==> src/rtl/serial_pattern_tx.sv <==
// Serial pattern transmitter: sends pat[len-1:0] MSB first, (reps+1) frames, first bit the cycle after the handshake.
// Accepts a request only in IDLE (start_ready); define SEQ_GAP_EN for one idle cycle between consecutive frames.
module serial_pattern_tx #(
  parameter int PAT_W = 8,
  parameter int LEN_W = 4,
  parameter int REP_W = 4
) (
  input  logic             clk,
  input  logic             rst,
  input  logic             start_valid,
  output logic             start_ready,
  input  logic [PAT_W-1:0] pat,
  input  logic [LEN_W-1:0] len,
  input  logic [REP_W-1:0] reps,
  output logic             x,
  output logic             x_valid,
  output logic             busy,
  output logic             done
);

  typedef enum logic [1:0] {IDLE, SHIFT, GAP, DONE} state_t;

  localparam logic [LEN_W-1:0] PAT_LEN = LEN_W'(PAT_W);
  localparam logic [LEN_W-1:0] ONE     = LEN_W'(1);

  state_t           state, state_d;
  logic [PAT_W-1:0] pat_q, pat_d;
  logic [LEN_W-1:0] len_q, len_d;
  logic [REP_W-1:0] rep_q, rep_d;
  logic [LEN_W-1:0] cnt_q, cnt_d;
  logic [PAT_W-1:0] sr_q, sr_d;
  logic [LEN_W-1:0] len_c;

  assign len_c = (len > PAT_LEN) ? PAT_LEN : len;

  always_ff @(posedge clk) begin
    if (rst) begin
      state <= IDLE;
      pat_q <= '0;
      len_q <= '0;
      rep_q <= '0;
      cnt_q <= '0;
      sr_q  <= '0;
    end else begin
      state <= state_d;
      pat_q <= pat_d;
      len_q <= len_d;
      rep_q <= rep_d;
      cnt_q <= cnt_d;
      sr_q  <= sr_d;
    end
  end

  // The shift register holds the active field left-aligned so x is always its MSB.
  always_comb begin
    state_d = state;
    pat_d   = pat_q;
    len_d   = len_q;
    rep_d   = rep_q;
    cnt_d   = cnt_q;
    sr_d    = sr_q;
    case (state)
      IDLE: begin
        if (start_valid) begin
          pat_d = pat;
          len_d = len_c;
          rep_d = reps;
          cnt_d = len_c - ONE;
          sr_d  = pat << (PAT_LEN - len_c);
          state_d = (len_c == '0) ? DONE : SHIFT;
        end
      end
      SHIFT: begin
        sr_d = sr_q << 1;
        if (cnt_q == '0) begin
          if (rep_q != '0) begin
            rep_d = rep_q - REP_W'(1);
            cnt_d = len_q - ONE;
            sr_d  = pat_q << (PAT_LEN - len_q);
`ifdef SEQ_GAP_EN
            state_d = GAP;
`else
            state_d = SHIFT;
`endif
          end else begin
            state_d = DONE;
          end
        end else begin
          cnt_d = cnt_q - ONE;
        end
      end
      GAP:     state_d = SHIFT;
      DONE:    state_d = IDLE;
      default: state_d = IDLE;
    endcase
  end

  assign start_ready = (state == IDLE);
  assign x_valid     = (state == SHIFT);
  assign x           = x_valid & sr_q[PAT_W-1];
  assign busy        = (state != IDLE);
  assign done        = (state == DONE);

endmodule
==> config.mk <==
export PLATFORM = sky130hd
export DESIGN_NAME = serial_pattern_tx
export DESIGN_NICKNAME = d
export VERILOG_FILES = /design/src/rtl/serial_pattern_tx.sv
export SDC_FILE = /design/constraint.sdc
export NUM_CORES = 1
export LEC_CHECK = 0
export ABC_AREA = 0
export CAP_MARGIN = 20
export CELL_PAD_IN_SITES_DETAIL_PLACEMENT = 1
export CELL_PAD_IN_SITES_GLOBAL_PLACEMENT = 2
export CORE_ASPECT_RATIO = 1.4
export CORE_MARGIN = 2
export CORE_UTILIZATION = 25
export DETAILED_ROUTE_END_ITERATION = 8
export GPL_TIMING_DRIVEN = 0
export MAX_ROUTING_LAYER = met4
export PLACE_DENSITY = 0.6
export SLEW_MARGIN = 40
export SYNTH_ARGS = -nofsm -noshare
export SYNTH_HDL_FRONTEND = slang
export SYNTH_SLANG_ARGS = --single-unit
==> constraint.sdc <==
create_clock -name clk -period 4.9 [get_ports clk]
set_input_delay 0.735 -clock clk [delete_from_list [all_inputs] [get_ports clk]]
set_output_delay 0.735 -clock clk [all_outputs]
set_load 0.02 [all_outputs]
==> results of run 1 <==
## power breakdown
group	internal, uW	leakage, uW	switching, uW
sequential	271	0.000247	26.8
clock	230	0.0000832	114
combinational	110	0.000648	152
total	611	0.000979	293
## through the flow
stage                     instances  total power, uW  utilization (%)  setup slack, ns  cell area (um2)
final                           396              903             31.8             1.40             2580
after global routing            396              955             31.8             1.19             2580
after CTS                       396              913             31.8             1.39             2580
after detailed placement        388              567             29.7             1.10             2410
after global placement          388              565             29.7             1.21             2410
after floorplan                 264              478                -             2.24             2060
## area by class of cell
| cell class | count | area, um2 | area share, % |
|---|---|---|---|
| multi-input cells | 209 | 1370 | 53.0 |
| flip-flops and latches | 30 | 601 | 23.3 |
| clock buffers | 8 | 166 | 6.46 |
| well taps | 102 | 128 | 4.95 |
| plain buffers | 15 | 58.8 | 2.28 |
| repair buffers | 22 | 220 | 8.55 |
| inverters | 10 | 37.5 | 1.46 |
## critical path, delay by kind of cell
family / cells / cell delay (ns)
multiplexers: 1 / 0.40
buffers and inverters: 4 / 1.42
AO/OA/AOI/OAI: 1 / 0.53
AND/OR/NAND/NOR: 2 / 0.23
adder cells (fa/ha/maj): 1 / 0.31
## state kept, by name, summed over array words and instances (netlist names)
signal	cells
sr_q	8
cnt_q	4
state	2
pat_q	8
len_q	4
rep_q	4
## placed cells by master (no fill, tap or decap), drive strengths merged, types with 7 or more instances in the layout
cell | Yosys | layout
nor2 | 25 | 25
mux2i | 15 | 15
a211oi | 8 | 8
nand2 | 41 | 41
nand3 | 7 | 7
clkbuf | 11 | 19
dfxtp | 30 | 30
clkdlybuf4s50 | 0 | 22
inv | 9 | 9
a21oi | 29 | 29
o21ai | 7 | 7
## logic make-up (layout without fill, tap and decap cells)
family,count (synthesis),count (layout)
and+or+nand+nor,110,110
AOI/OAI and AO/OA,69,69
DFF,30,30
buffers and inverters,25,55
muxes,22,22
adders and majority gates,4,4
xor gates and xnor gates,4,4
## worst min-delay path by stage
| stage | slack, ns | end | cells after the start |
|---|---|---|---|
| finish | 0.47 | pat_q[6]$_SDFFE_PP0P_ | 2 |
| global route | 0.51 | pat_q[5]$_SDFFE_PP0P_ | 2 |
| CTS | 0.48 | pat_q[6]$_SDFFE_PP0P_ | 2 |
| detailed placement | 0.47 | pat_q[6]$_SDFFE_PP0P_ | 2 |
| global placement | 0.46 | pat_q[6]$_SDFFE_PP0P_ | 2 |
| floorplan | 0.43 | pat_q[7]$_SDFFE_PP0P_ | 2 |
## routing by layer
| metal | global-route usage (%) | vias to the layer above | routed length (um) |
|---|---|---|---|
| li1 | - | 1011 | - |
| met1 | 20.2 | 976 | 3080 |
| met2 | 27.9 | 35 | 3460 |
| met3 | 2.76 | 6 | 208 |
| met4 | 5.08 | 0 | 101 |
| met5 | - | - | 0 |
==> metrics.cfg, run 1 <==
[synth]
synthAdderAreaFrac_pct=2.43
synth_top_family_by_area=simple AND/OR/NAND/NOR gates
ys_top_cells_by_count=nand2_1, dfxtp_1, a21oi_1, nor2_1, mux2i_1
synth_mux_area_share_pct=12.9
synth_area_um2=2060
synth_edf_count=0
synth.top_cell.area_share_pct=29.1
syn_avg_cell_area_um2=7.81
synth-simple-area-share_pct=26.4
syn_inst=264
yosysSeqAreaShare_pct=29.1
synth.distinct_cells=56
synth_xor_area_share_pct=2.06
ys_seq_elements=30
synth_flop_cell=dfxtp_1
synth_compound_area_share_pct=22.4
yosysMostFrequentCell=nand2_1
yosysWarnings=0
synth_area_leader_cell=dfxtp_1
async_reset_ff_share_pct=0
synth_area_leaders=dfxtp_1, nand2_1, mux2i_1
syn_nets=287

[flow_run]
cap_violations=0

[worst_setup_path]
critPathCapture=sr_q[6]$_SDFFE_PP0P_
worst_r2r_endpoint=sr_q[6]$_SDFFE_PP0P_
critPathArrivalTime_ns=3.64
crit_path_cell_trace=clkdlybuf4s50_1, nor2b_1, clkbuf_1, inv_2, ha_1, clkbuf_1, mux4_2, a221oi_1, nor4_2
worst_setup_path_end_kind=flop
reg2regPathDepth=7
cp.required_ns=5.04
slowest_delay_ns=0.53
rrSetupSlack_ns=2.29
r2r_start=len_q[0]$_SDFFE_PP0P_
path_class=in -> reg
cp_slowest_cell=clkdlybuf4s50_1
path_max_fanout=10
cp-startpoint=len[3]
start_kind=input port
crit_top_cell=clkbuf_1

[final_layout]
drive_gt1_share_pct=10.2
fill_cells=1018
fin_nets=316
num_antenna_cells=0
syn_to_final_growth_pct=24.9

[global_routing]
grt_pass1_wl_um=11000
gr-total-overflow=0
grt_pass1_vias=2008
antenna_found_initial=0
track_usage_pct=16.6
grt_max_degree=11

[clock_tree]
htreeDepth=2
clock-sinks=30
clockRootBuffer=clkbuf_16
cts_resized=0
clock_latency_ns=0.28
numCtsBuffers=5
post_cts_buffers=0
cts_buffer_depth=2
cts_hold_buf=0
tritoncts=yes
cts.reportedPaths.clkPinSlew_ns=0.05

[drt]
routed_via_density=5.12
first_iter_violations=143
postRouteAntennaNets=0
drt_first_pass_iters=4
drc=0
drt-total-wl_um=6860
num_vias=2028
wl_per_cell_um=17.3

[floorplan]
die_area_um2=9000
die_h_um=111
row_count=39
ioPinCount=24
core_area_um2=8100
start_util_pct=25.5
die_w_um=80.8

[sta]
setup_violations=0
whs_ns=0.471
tightest_slew_ns=0.706
rsz0062_at_grt=no
fin_skew_ns=0.00295
post-route-min-period_ns=3.50
min_period_over_period_pct=71.3
slew_violations=0
relSlewSlack_pct=52.7
hold_viol_final=0
max_freq_mhz=286
tns_ns=0

[power_and_ir_drop]
p_leak_uw=0.000979
peakVddDrop_uv=120
p_per_area_nw_per_um2=351

[place]
dp_hpwl_um=5410
gp_congestion=0.784
portBuffers=22

[hold_path]
hold_path.startpoint=pat_q[6]$_SDFFE_PP0P_
hold_class=reg -> reg

[status]
outcome=completed

No activity file was read; power rests on OpenSTA's default activity.
==> run 2, diff against run 1 <==
--- a/config.mk
+++ b/config.mk
@@ -15,7 +15,7 @@
 export DETAILED_ROUTE_END_ITERATION = 8
 export GPL_TIMING_DRIVEN = 0
 export MAX_ROUTING_LAYER = met4
-export PLACE_DENSITY = 0.6
+export PLACE_DENSITY = 0.63
 export SLEW_MARGIN = 40
 export SYNTH_ARGS = -nofsm -noshare
 export SYNTH_HDL_FRONTEND = slang
==> constraint.sdc (replaced) <==
create_clock -name clk -period 2.9 [get_ports clk]
set_input_delay 0.435 -clock clk [delete_from_list [all_inputs] [get_ports clk]]
set_output_delay 0.435 -clock clk [all_outputs]
set_load 0.02 [all_outputs]
==> metrics.cfg, run 2 (same netlist as run 1, synthesis figures left out) <==
[status]
outcome=completed

[global_routing]
grt_pass1_vias=2076  ; +3.4%
grt_pass1_wl_um=10900  ; -0.38%
grt_max_degree=11  ; unchanged
gr-total-overflow=0  ; unchanged
track_usage_pct=16.6  ; -0.051 points
antenna_found_initial=0  ; unchanged

[floorplan]
ioPinCount=24  ; unchanged
die_w_um=80.8  ; unchanged
row_count=39  ; unchanged
core_area_um2=8100  ; unchanged
die_h_um=111  ; unchanged
die_area_um2=9000  ; unchanged
start_util_pct=25.5  ; unchanged

[power_and_ir_drop]
p_leak_uw=0.000980  ; +0.13%
p_per_area_nw_per_um2=592  ; +69%
switching_share_pct=32.3  ; -0.056 points
p_seq_share_pct=33.0  ; about the same
power.internal_uw=1030  ; +69%
p_comb_share_pct=28.9  ; about the same
peakVddDrop_uv=238  ; +99%
p_switching_uw=494  ; +69%
clockPowerShare_pct=38.1  ; about the same

[flow_run]
cap_violations=0  ; unchanged

[final_layout]
finalNonFillerCells=395  ; -0.25%
largest_registers=pat_q x8, sr_q x8
num_antenna_cells=0  ; unchanged
fill_cells=1015  ; -0.29%
layout_common_cells=nand2_1, dfxtp_1, a21oi_1, nor2_1, clkdlybuf4s50_1
drive_gt1_share_pct=11.3  ; +1.1 points
final_common_cell=nand2_1
fin_nets=315  ; -0.32%
syn_to_final_growth_pct=25.2
fin_util_pct=31.9  ; +0.077 points

[clock_tree]
cts_hold_buf=0  ; unchanged
cts.reportedPaths.clkPinSlew_ns=0.05  ; about the same
tritoncts=yes
clock_latency_ns=0.28  ; about the same
cts_buffer_depth=2  ; unchanged
clock-sinks=30  ; unchanged
clockRootBuffer=clkbuf_16
numCtsBuffers=5  ; unchanged
htreeDepth=2  ; unchanged
post_cts_buffers=0  ; unchanged

[sta]
fin_skew_ns=0.00465  ; +0.00170 ns
setup_violations=0  ; unchanged
tightest_slew_ns=0.657  ; -0.0493 ns
tns_ns=0  ; unchanged
post-route-min-period_ns=2.68
rsz0062_at_grt=no
relSlewSlack_pct=56.2  ; +3.5 points
worst_slack_ns=0.220  ; -1.18 ns
hold_viol_final=0  ; unchanged
max_freq_mhz=373
slew_violations=0  ; unchanged
min_period_over_period_pct=92.4

[worst_setup_path]
cp.required_ns=3.04  ; -2.00 ns
slowest_delay_ns=0.51  ; -0.02 ns
path_max_fanout=10  ; unchanged
path_class=in -> reg
worst_setup_path_end_kind=flop
critPathArrivalTime_ns=2.82  ; -0.82 ns
crit_path_cell_trace=clkdlybuf4s50_1, nor2b_1, clkbuf_2, inv_2, ha_2, mux4_2, a221oi_1, nor4_2
cp_slowest_cell=clkdlybuf4s50_1
start_kind=input port

[place]
place_inst=388  ; unchanged
gp_congestion=0.788  ; +0.55%
portBuffers=22  ; unchanged
dp_worst_setup_slack_ns=-0.556  ; -1.66 ns
dp_hpwl_um=5340  ; -1.4%

[drt]
routed_via_density=5.12  ; about the same
drt_first_pass_iters=4  ; unchanged
first_iter_violations=56  ; -61%
drt-total-wl_um=6770  ; -1.3%
num_vias=2024  ; -0.20%
drc=0  ; unchanged
wl_per_cell_um=17.1  ; -1.0%
postRouteAntennaNets=0  ; unchanged

[hold_path]
hold_class=reg -> reg

run 2: changes by cell type in the layout (fill, tap and decap cells not counted), sizes merged:
| cell | before | now |
|---|---|---|
| clkbuf | 19 | 18 |
run 2: metrics by stage:
step | power [uW] | hold WS, ns | instance area, um2
final | 1530 | 0.475 | 2580
after CTS | 1560 | 0.474 | 2570
after detailed placement | 958 | 0.466 | 2410
after global routing | 1620 | 0.516 | 2580
after floorplan | 807 | 0.432 | 2060
after global placement | 955 | 0.459 | 2410
run 2: timing repair:
| item | CTS | global route |
|---|---|---|
| pin swaps | 0 | 0 |
| hold endpoints to repair | 0 | 0 |
| gates resized for setup | 1 | 1 |
| endpoints found under the setup margin | 6 | 1 |
run 2: cell type report:
cell class	count	area (um2)	share of cell area, %
multi-input cells	209	1370	53.2
flip-flops and latches	30	601	23.3
repair buffers	22	220	8.53
clock buffers	8	166	6.44
well taps	102	128	4.94
plain buffers	14	56.3	2.18
inverters	10	37.5	1.45
run 2: power groups by stage:
stage	Sequential [uW]	Combinational, uW	Clock [uW]
3_3_place_gp	512	443	0
4_1_cts	505	446	605
6_report	505	441	582
2_1_floorplan	498	309	0
3_5_place_dp	514	444	0
5_1_grt	511	493	613
run 2: final timing paths:
kind                                       startpoint                     to  slack [ns]  cells after the start
worst max-delay path                           len[3]   sr_q[6]$_SDFFE_PP0P_        0.22                      8
worst min-delay path            pat_q[6]$_SDFFE_PP0P_  pat_q[6]$_SDFFE_PP0P_        0.47                      2
worst min register to register  pat_q[6]$_SDFFE_PP0P_  pat_q[6]$_SDFFE_PP0P_        0.47                      2
worst max register to register  len_q[0]$_SDFFE_PP0P_   sr_q[7]$_SDFFE_PP0P_        0.34                      7
run 2: worst max-delay path, delay by kind of cell:
kind / cells / cell delay, ns
and+or+nand+nor: 2 / 0.22
buffers and inverters: 3 / 0.87
adders and majority gates: 1 / 0.47
AOI/OAI and AO/OA: 1 / 0.47
muxes: 1 / 0.34
run 2: routing by layer:
metal / GRT usage [%] / wire length, um / vias up
met5: - / 0 / -
met3: 2.76 / 184 / 13
met1: 19.4 / 2960 / 971
li1: - / - / 1005
met4: 6.67 / 150 / 0
met2: 27.9 / 3480 / 35
==> run 3, diff against run 2 <==
--- a/config.mk
+++ b/config.mk
@@ -5,7 +5,6 @@
 export SDC_FILE = /design/constraint.sdc
 export NUM_CORES = 1
 export LEC_CHECK = 0
-export ABC_AREA = 0
 export CAP_MARGIN = 20
 export CELL_PAD_IN_SITES_DETAIL_PLACEMENT = 1
 export CELL_PAD_IN_SITES_GLOBAL_PLACEMENT = 2
==> results of run 3 <==
Same layout as run 2: the final DEF is identical, and so are final timing and power.
